File: config.mk
export PLATFORM = sky130hd
export DESIGN_NAME = kbd_key_state_flat
export DESIGN_NICKNAME = d
export VERILOG_FILES = /design/src/rtl/kbd_pkg.sv /design/src/rtl/kbd_key_state_if.sv /design/src/rtl/kbd_key_state.sv /design/src/flat_wrapper.sv
export SDC_FILE = /design/constraint.sdc
export NUM_CORES = 1
export LEC_CHECK = 0
export BUFFER_PORTS_ARGS = -buffer_cell sky130_fd_sc_hd__buf_4
export CAP_MARGIN = 40
export CORE_MARGIN = 2
export CORE_UTILIZATION = 60
export DETAILED_ROUTE_END_ITERATION = 12
export PLACE_DENSITY = 0.81
export SYNTH_ARGS = -nofsm -noshare
export SYNTH_HDL_FRONTEND = slang
export SYNTH_SLANG_ARGS = --single-unit
File: constraint.sdc
create_clock -name clk -period 2.6 [get_ports clk]
set_clock_uncertainty 0.05 [all_clocks]
set_input_delay 0.39 -clock clk [delete_from_list [all_inputs] [get_ports clk]]
set_output_delay 0.39 -clock clk [all_outputs]
set_load 0.02 [all_outputs]
File: src/rtl/kbd_pkg.sv
// Shared types and Set-2 scancode constants for the keyboard key-state decoder.
package kbd_pkg;

  typedef enum logic [1:0] {
    IDLE    = 2'd0,
    EXT     = 2'd1,
    BRK     = 2'd2,
    EXT_BRK = 2'd3
  } kbd_state_t;

  localparam logic [7:0] SC_EXT   = 8'hE0;
  localparam logic [7:0] SC_BRK   = 8'hF0;
  localparam logic [7:0] SC_SPACE = 8'h29;
  localparam logic [7:0] SC_LEFT  = 8'h6B;
  localparam logic [7:0] SC_RIGHT = 8'h74;
  localparam logic [7:0] SC_OVR0  = 8'h00;
  localparam logic [7:0] SC_OVR1  = 8'hFF;

  function automatic logic is_overrun(input logic [7:0] code);
    return (code == SC_OVR0) || (code == SC_OVR1);
  endfunction

endpackage

File: src/rtl/kbd_key_state_if.sv
// Byte stream from the PS/2 receiver in, held-key levels out to the movement FSM.
interface kbd_key_state_if;
  logic [7:0] scancode;
  logic       scancode_valid;
  logic       key_space;
  logic       key_left;
  logic       key_right;
  logic       seq_error;

  modport master (
    output scancode, scancode_valid,
    input  key_space, key_left, key_right, seq_error
  );

  modport slave (
    input  scancode, scancode_valid,
    output key_space, key_left, key_right, seq_error
  );
endinterface

File: src/rtl/kbd_key_state.sv
// Set-2 make/break decoder producing held levels for space, left and right arrows,
// with a prefix timeout that abandons truncated E0/F0 sequences.
//
// state   | meaning
// --------+-------------------------------------------
// IDLE    | no prefix pending
// EXT     | got E0, waiting for extended code or F0
// BRK     | got F0, next byte is a normal break code
// EXT_BRK | got E0 F0, next byte is an extended break
module kbd_key_state
  import kbd_pkg::*;
#(
  parameter int PREFIX_TIMEOUT = 1_000_000,
  parameter int CNT_W          = 20
) (
  input logic             clk,
  input logic             rst,
  kbd_key_state_if.slave  kbd
);

  localparam logic [CNT_W-1:0] CNT_LAST = CNT_W'(PREFIX_TIMEOUT - 1);

  kbd_state_t       state, state_nxt;
  logic [CNT_W-1:0] cnt, cnt_nxt;
  logic             space_q, left_q, right_q, err_q;
  logic             space_nxt, left_nxt, right_nxt, err_nxt;

  always_ff @(posedge clk or posedge rst) begin
    if (rst) begin
      state   <= IDLE;
      cnt     <= '0;
      space_q <= 1'b0;
      left_q  <= 1'b0;
      right_q <= 1'b0;
      err_q   <= 1'b0;
    end else begin
      state   <= state_nxt;
      cnt     <= cnt_nxt;
      space_q <= space_nxt;
      left_q  <= left_nxt;
      right_q <= right_nxt;
      err_q   <= err_nxt;
    end
  end

  always_comb begin
    state_nxt = state;
    cnt_nxt   = cnt;
    space_nxt = space_q;
    left_nxt  = left_q;
    right_nxt = right_q;
    err_nxt   = 1'b0;

    if (kbd.scancode_valid) begin
      // A strobe always restarts the prefix window, even on the limit cycle.
      cnt_nxt = '0;
      if (is_overrun(kbd.scancode)) begin
        space_nxt = 1'b0;
        left_nxt  = 1'b0;
        right_nxt = 1'b0;
        err_nxt   = 1'b1;
        state_nxt = IDLE;
      end else begin
        case (state)
          IDLE: begin
            if (kbd.scancode == SC_EXT)        state_nxt = EXT;
            else if (kbd.scancode == SC_BRK)   state_nxt = BRK;
            else if (kbd.scancode == SC_SPACE) space_nxt = 1'b1;
          end
          EXT: begin
            state_nxt = IDLE;
            if (kbd.scancode == SC_BRK)        state_nxt = EXT_BRK;
            else if (kbd.scancode == SC_EXT)   state_nxt = EXT;
            else if (kbd.scancode == SC_LEFT)  left_nxt  = 1'b1;
            else if (kbd.scancode == SC_RIGHT) right_nxt = 1'b1;
          end
          BRK: begin
            state_nxt = IDLE;
            if (kbd.scancode == SC_SPACE) space_nxt = 1'b0;
          end
          EXT_BRK: begin
            state_nxt = IDLE;
            if (kbd.scancode == SC_LEFT)       left_nxt  = 1'b0;
            else if (kbd.scancode == SC_RIGHT) right_nxt = 1'b0;
          end
          default: state_nxt = IDLE;
        endcase
      end
    end else if (state != IDLE) begin
      if (cnt == CNT_LAST) begin
        state_nxt = IDLE;
        err_nxt   = 1'b1;
        cnt_nxt   = '0;
      end else begin
        cnt_nxt = cnt + 1'b1;
      end
    end
  end

  assign kbd.key_space = space_q;
  assign kbd.key_left  = left_q;
  assign kbd.key_right = right_q;
  assign kbd.seq_error = err_q;

endmodule
File: src/flat_wrapper.sv
// flat-port wrapper written by rule: the top's interface ports become plain ports
module kbd_key_state_flat import kbd_pkg::*;
#(
  parameter int PREFIX_TIMEOUT = 1_000_000,
  parameter int CNT_W          = 20
)
  (clk, rst, kbd_scancode, kbd_scancode_valid, kbd_key_space, kbd_key_left, kbd_key_right, kbd_seq_error);
  kbd_key_state_if kbd_i ();
  input logic clk;
  input logic rst;
  input wire logic [$bits(kbd_i.scancode)-1:0] kbd_scancode;
  input wire logic [$bits(kbd_i.scancode_valid)-1:0] kbd_scancode_valid;
  output wire logic [$bits(kbd_i.key_space)-1:0] kbd_key_space;
  output wire logic [$bits(kbd_i.key_left)-1:0] kbd_key_left;
  output wire logic [$bits(kbd_i.key_right)-1:0] kbd_key_right;
  output wire logic [$bits(kbd_i.seq_error)-1:0] kbd_seq_error;
  assign kbd_i.scancode = kbd_scancode;
  assign kbd_i.scancode_valid = kbd_scancode_valid;
  assign kbd_key_space = kbd_i.key_space;
  assign kbd_key_left = kbd_i.key_left;
  assign kbd_key_right = kbd_i.key_right;
  assign kbd_seq_error = kbd_i.seq_error;
  kbd_key_state #(.PREFIX_TIMEOUT(PREFIX_TIMEOUT), .CNT_W(CNT_W)) u_core (.clk(clk), .rst(rst), .kbd(kbd_i));
endmodule
# Word-level counts from Yosys, hierarchy flattened
# Index checks and enable logic that the tools add are counted.
[op_classes]
n_addsub = 1
multipliers = 0
div = 0
n_lt_le_gt_ge = 0
n_eq_ne = 23
shifts = 0
n_mux = 36
bitwise_logic = 0
reduce_logical = 13
[op_table]
columns = ["op", "count"]
rows = [
  ["$mux 20", 3],
  ["$eq 8x8->1 const B", 3],
  ["$mux 1", 22],
  ["$add 20x1->20 const B", 1],
  ["$eq 20x20->1 const B", 1],
  ["$ne 3x1->1 const B", 6],
  ["$ne 3x2->1 const B", 6],
  ["$eq 8x7->1 const B", 2],
  ["$mux 2", 7],
  ["$reduce_and 6->1", 2],
  ["$eq 8x6->1 const B", 1],
  ["$logic_not 8->1", 1],
  ["$reduce_and 8->1", 1],
  ["$pmux 1 s2", 3],
  ["$pmux 2 s3", 1],
  ["$reduce_bool 2->1", 3],
  ["$reduce_bool 3->1", 2],
  ["$ne 5x2->1 const B", 1],
  ["$eq 2x2->1 const B", 2],
  ["$reduce_and 3->1", 1],
  ["$eq 2x1->1 const B", 1],
  ["$logic_not 2->1", 1],
  ["$reduce_or 2->1", 1],
  ["$logic_or 1x1->1", 1],
]
[word_totals]
regBits = 26
latch_bits = 0
ramBits = 0
rom_bits = 0
in_bits = 11
output_inout_bits = 4
word_cells = 79
memories = 0

# Depth between registers and ports, before layout
# Gate-level depths: netlist (run 1).
[depth]
word_depth = 7
mapped_depth = 7
depth_no_buf = 6

# Least setup slack after synthesis (run 1)
# No wires, ideal clock.
[synth_path]
path_kind = "flip-flop to flip-flop"
from = "reg u_core.cnt[13]"
to = "reg u_core.cnt[3]"
setup_ns = 0.119
arrival_time_ns = 1.592
required_ns = 2.431
path_slack_ns = 0.839
path_stages_with_launch = 7
n_path_buf = 1
synth_period_minus_slack_ns = 1.761
path_cell_list = "dfrtp_1 -> or4b_4 -> nor4_4 -> nand2_2 -> o21bai_4 -> buf_6 -> nor2_1"
[synth_between]
elab_chain_cells = 4
[synth_rtl]
columns = ["element", "line", "text"]
rows = [
  ["start: declaration", "kbd_key_state.sv:24", "logic [CNT_W-1:0] cnt, cnt_nxt;"],
  ["start signal: assignment", "kbd_key_state.sv:38", "cnt <= cnt_nxt;"],
  ["$eq 20x20->1", "kbd_key_state.sv:90", "if (cnt == CNT_LAST) begin"],
  ["$mux 20", "kbd_key_state.sv:90", ""],
  ["$mux 20", "kbd_key_state.sv:89", "end else if (state != IDLE) begin"],
  ["$mux 20", "kbd_key_state.sv:54", "if (kbd.scancode_valid) begin"],
]
# No other way between the ends. The select of a mux whose other input is x is not followed.
# A chain may end at the register's enable or synchronous reset.

# Worst setup path in the final report (run 1)
[layout_path]
from = "reg u_core.cnt[13]"
to = "reg u_core.err_q (netlist: u_core.kbd.seq_error)"
[layout_between]
elab_chain_cells = 4
[layout_rtl]
columns = ["element", "line", "text"]
rows = [
  ["$eq 20x20->1", "kbd_key_state.sv:90", ""],
  ["$mux 1", "kbd_key_state.sv:90", ""],
  ["$mux 1", "kbd_key_state.sv:89", ""],
  ["$mux 1", "kbd_key_state.sv:54", ""],
  ["net u_core.err_nxt", "kbd_key_state.sv:26", "logic space_nxt, left_nxt, right_nxt, err_nxt;"],
  ["end signal: assignment", "kbd_key_state.sv:42", "err_q <= err_nxt;"],
  ["end: declaration", "kbd_key_state.sv:25", "logic space_q, left_q, right_q, err_q;"],
]
# The timed path passes the listed nets, and every way through them passes these cells.

==> results.yml, run 1 <==
critical_path:
  start_kind: "register"
  cp.required_ns: 2.81
  critPathMaxFanout: 17
  end_kind: "register"
  arrival_ns: 2.19
  worstSetupPathType: "reg -> reg"
  ff2ff_setup_slack_ns: 0.62
placement:
  dp_cells: 188
  dp_hpwl_um: 2130
  place.gp.congestion: 0.845
  io_buffers: 14
power:
  p_sw_uw: 152
  p_seq_frac: 0.554
  worst_ir_drop_vdd_mv: 0.424
  combPwrFrac: 0.072
  pwr_density_cell_nw_per_um2: 453
  p_leak_nw: 0.697
  power_frac_clock: 0.374
  swShare: 0.206
  totalPowerFinal_uw: 736
  p_int_uw: 585
grt:
  grt_pass1_wl_um: 4740
  grt_overflow_total: 0
  grt_max_degree: 18
  antenna_found_initial: 0
  grt_pass1_vias: 1062
  track_usage: 0.233
clocking:
  cts-root-buf: "clkbuf_4"
  cts_htree_levels: 1
  cts.sinks: 26
  post-cts-setup-buffer-count: 0
  clkLatencyLatePin_ns: 0.32
  cts_hold_buf: 0
  cts_resized: 0
  cts_tree: "yes"
  path_clk_slew_ns: 0.14
  cts_buffers: 3
  clk_path_buf_depth: 2
cells_and_area:
  diodes: 0
  nets: 177
  fillers: 183
  regArea_um2: 651
  multi_input_area_um2: 756
  area_growth_pct: 13.1
  final_cells: 192
  drive_above_1_share: 0.189
  post-route-util: 0.728
outcome:
  status: "complete, no violations"
timing:
  fmax_mhz: 506
  slew_viol_final: 0
  finalCritPeriodShare: 0.761
  tns_ns: 0
  rsz0062_at_grt: "false"
  slew_headroom: 0.636
  finalHoldViolations: 0
  tightest_slew_ns: 0.543
  period_minus_slack_ns: 1.98
  setup_violations: 0
synth:
  ys_seq_area_frac: 0.453
  ys_seq_elements: 26
  synth_edf_count: 0
  synth_compound_area_frac: 0.0757
  syn_area_um2: 1440
  syn_avg_cell_area_um2: 9.71
  synth_area_leaders: "dfrtp_1, nor2_1, xor2_1"
  yosys-mux-area-fraction: 0.0218
  synth_flop_cell: "dfrtp_1"
  yosys_warnings: 0
  netlist_instances: 148
  synth.top_cell.area_share: 0.453
  synth_most_common_cell: "dfrtp_1"
  synth_xor_area_frac: 0.0975
  yosys.area.top_type: "dfrtp_1"
  synthTopCellsByCount: "dfrtp_1, nor2_1, nand2_1"
  async_reset_ff_frac: 1.00
  synth-adder-area-share: 0.00870
  yosys.area_share.simple: 0.322
  synth_top_family_by_area: "simple AND/OR/NAND/NOR gates"
  synth_fp_nets: 160
  ys_types: 42
drt:
  drtAntennaViolNets: 0
  drt_first_pass_iters: 4
  drtIter0Drc: 14
  wl_per_cell_um: 14.6
  routed_wirelength_um: 2800
  via_count: 1111
  viasPerCell: 5.79
  drc_errors: 0
flow_run:
  drv_cap: 0
floorplan:
  num_rows: 17
  dieWidth_um: 53.0
  die_y_um: 53.0
  pin_count: 15
  die_area_um2: 2800
  core_um2: 2230
  initial_utilization: 0.644
worst_hold_path:
  hp-class: "in -> async"
[power groups by stage]
stage | Clock, mW | Combinational, mW | Sequential [mW]
floorplan | 0 | 0.0244 | 0.418
global placement | 0 | 0.0486 | 0.416
detailed placement | 0 | 0.0533 | 0.416
CTS | 0.280 | 0.0535 | 0.408
global route | 0.297 | 0.0582 | 0.409
finish | 0.276 | 0.0528 | 0.408
[critical path, cell delays in order (launching register included)]
cell      delay (ns)
dfrtp_1         0.44
or4b_4          0.56
nor4_4          0.21
nand2_2         0.10
o21bai_4        0.34
a21boi_1        0.21
[per-layer routing]
metal	track usage	part of all wire
met1	0.306	0.49
met2	0.392	0.48
met3	0.0339	0.015
met4	0.0769	0.016
met5	0	0
[path summary, 6_finish.rpt]
check,start,end,depth (start not counted)
hold / removal,rst,u_core.kbd.key_left$_DFFE_PP0P_,2
setup reg to reg,u_core.cnt[13]$_DFFE_PP0P_,u_core.kbd.seq_error$_DFF_PP0_,5
min in group clk,kbd_scancode[4],u_core.state[0]$_DFFE_PP0P_,2
max in group asynchronous,rst,u_core.cnt[14]$_DFFE_PP0P_,3
setup / recovery,u_core.cnt[13]$_DFFE_PP0P_,u_core.kbd.seq_error$_DFF_PP0_,5
hold reg to reg,u_core.kbd.key_right$_DFFE_PP0P_,u_core.kbd.key_right$_DFFE_PP0P_,1
[layout make-up]
type,instances,area share
flip-flops and latches,26,0.400
inverters,3,0.00693
well taps,28,0.0216
clock buffers,3,0.0139
clock inverters,1,0.0185
multi-input cells,116,0.465
repair buffers,15,0.0739
[registers in the layout (all words and copies together), names as in the netlist]
register and count:
u_core.kbd.key_right 1, u_core.kbd.key_left 1, u_core.kbd.seq_error 1, u_core.cnt 20, u_core.kbd.key_space 1, u_core.state 2
[cells in the final DEF, fill, tap and decap left out, types with 2 or more instances in the layout]
cell type  netlist  routed
dfrtp_1         26      26
nor2_1          23      23
nand2_1         14      14
buf_4            0      14
xor2_1           9       9
nand4_1          7       7
nand3_1          7       7
xnor2_1          7       7
o21ai_0          5       5
or3_1            4       4
and3_1           4       4
a21oi_1          3       3
inv_1            3       3
clkbuf_4         0       3
or2_2            2       2
nor2b_1          2       2
mux2i_1          2       2
nor3_2           2       2
nor3_1           2       2
a22o_1           2       2
[logic make-up (layout without fill, tap and decap cells)]
kind of cell | Yosys count | after routing
compound gates | 15 | 15
xor+xnor | 16 | 16
fa+ha+maj | 1 | 1
buf+inv | 6 | 22
flops | 26 | 26
mux | 3 | 3
simple gates | 81 | 81
[per-stage QoR]
stage | setup WS [ns] | hold WS (ns) | cell area, um^2
finish | 0.622 | 0.0400 | 1630
CTS | 0.596 | 0.0454 | 1630
global placement | 0.685 | 0.440 | 1560
floorplan | 0.839 | 0.380 | 1440
detailed placement | 0.643 | 0.416 | 1570
global route | 0.491 | 0.0645 | 1630
Note: power is estimated with default switching activity, not from simulation.
==> inputs of run 2 (changes only) <==
CORE_UTILIZATION = 52   (was 60)
PLACE_DENSITY = 0.75   (was 0.81)
clock period = 1.7 ns   (was 2.6 ns; I/O delays follow)
==> run 2 against run 1 <==
The run now ends with setup timing left. Highest routed layer unchanged. Critical path depth is 1 higher. Critical path type unchanged. Sequential power is 53% higher. Clock-buffer cell count is 1 higher. Via count is 9.4% higher.
==> results.yml, run 2 (synthesized netlist as in run 1, its figures left out) <==
cells_and_area:
  drive_above_1_share: 0.301
  nets: 199
  final_cells: 217
  area_growth_pct: 26.2
  layout_common_cells: "buf_4, dfrtp_1, nor2_1"
  largest_reg_flops: 20
  layout_commonest_cell: "buf_4"
  largest_register: "u_core.cnt"
  diodes: 0
  largestRegisters: "u_core.cnt: 20 flops, u_core.state: 2 flops"
  post-route-util: 0.675
floorplan:
  dieWidth_um: 56.6
  initial_utilization: 0.535
  die_y_um: 56.6
  num_rows: 19
  pin_count: 15
  die_area_um2: 3200
  core_um2: 2690
worst_hold_path:
  hp-class: "in -> reg"
  hold_depth: 2
clocking:
  post-cts-setup-buffer-count: 0
  clk_path_buf_depth: 2
  cts_htree_levels: 1
  clkLatencyLatePin_ns: 0.33
  path_clk_slew_ns: 0.14
  cts.sinks: 26
  cts_buffers: 3
  cts-root-buf: "clkbuf_4"
  cts_tree: "yes"
critical_path:
  worst-path-buf-inv: 1
  cp.required_ns: 1.88
  reg2reg_depth: 6
  critical-path-top-delay-family: "simple AND/OR/NAND/NOR gates"
  crit_slowest_cell: "or4b_4"
  start_kind: "register"
  worstSetupPathType: "reg -> reg"
  end_kind: "register"
  critPathMaxFanout: 3
  cpPeakStageDelay_ns: 0.54
  cp.depth: 6
  path_cells: "or4b_4 -> nor4_4 -> buf_4 -> a21oi_4 -> nand2b_4 -> o2bb2ai_2"
  arrival_ns: 1.99
grt:
  track_usage: 0.206
  grt_max_degree: 27
  grt_overflow_total: 0
  grt_pass1_vias: 1195
  grt_pass1_wl_um: 5160
  antenna_found_initial: 0
drt:
  drt_first_pass_iters: 4
  viasPerCell: 5.60
  drc_errors: 0
  via_count: 1215
  drtIter0Drc: 26
  routed_wirelength_um: 3000
  drtAntennaViolNets: 0
  wl_per_cell_um: 13.8
placement:
  io_buffers: 14
  dp_cells: 212
  place_ws_ns: -0.0718
  dp_hpwl_um: 2230
  place.gp.congestion: 0.815
timing:
  tightest_slew_ns: 0.512
  fmax_mhz: 554
  rsz0062_at_grt: "true"
  setup_ws_ns: -0.104
  setup_violations: 20
  slew_headroom: 0.657
  period_minus_slack_ns: 1.80
  finalCritPeriodShare: 1.06
  tns_ns: -1.36
  slew_viol_final: 0
  finalHoldViolations: 0
power:
  worst_ir_drop_vdd_mv: 0.480
  p_leak_nw: 0.816
  totalPowerFinal_mw: 1.04
  pwr_density_cell_nw_per_um2: 574
outcome:
  status: "finished, violations left"
  violations: "setup timing"
flow_run:
  drv_cap: 0
run 2: timing repair:
item | 4_1_cts | 5_1_grt
gates resized for setup | 2 | 4
setup endpoints to repair | 21 | 22
pin swaps | 0 | 1
hold endpoints to repair | 26 | 0
hold buffers | 1 | 0
run 2: layout make-up:
| class | count | area (um^2) |
|---|---|---|
| Tap cell | 31 | 38.8 |
| Sequential cell | 26 | 651 |
| Fill cell | 202 | 872 |
| Timing Repair Buffer | 37 | 293 |
| Multi-Input combinational cell | 116 | 785 |
| Clock buffer | 4 | 36.3 |
| Inverter | 3 | 11.3 |
run 2: metal layers:
layer | up-vias | routed length, um | track usage
met5 | - | 0 | 0
met4 | 0 | 78 | 0.0816
met3 | 6 | 84 | 0.0276
met2 | 18 | 1510 | 0.359
met1 | 592 | 1330 | 0.257
li1 | 599 | - | -
run 2: final timing paths:
path / from / endpoint / slack, ns
worst min register to register: u_core.kbd.key_right$_DFFE_PP0P_ / u_core.kbd.key_right$_DFFE_PP0P_ / 0.48
worst min-delay path: kbd_scancode_valid / u_core.cnt[2]$_DFFE_PP0P_ / 0.14
worst max-delay path: u_core.cnt[13]$_DFFE_PP0P_ / u_core.state[0]$_DFFE_PP0P_ / -0.10
min in group asynchronous: rst / u_core.cnt[5]$_DFFE_PP0P_ / 0.47
worst max register to register: u_core.cnt[13]$_DFFE_PP0P_ / u_core.state[0]$_DFFE_PP0P_ / -0.10
max in group asynchronous: rst / u_core.cnt[15]$_DFFE_PP0P_ / 0.89
run 2: power by group:
| part | switching (mW) | internal, mW |
|---|---|---|
| Sequential | 0.00191 | 0.622 |
| Combinational | 0.0522 | 0.0481 |
| Clock | 0.187 | 0.131 |
run 2: metrics by stage:
stage | area (um^2) | hold WS [ns]
floorplan | 1440 | 0.245
global placement | 1740 | 0.279
detailed placement | 1740 | 0.286
CTS | 1790 | 0.107
global route | 1810 | 0.138
finish | 1810 | 0.136
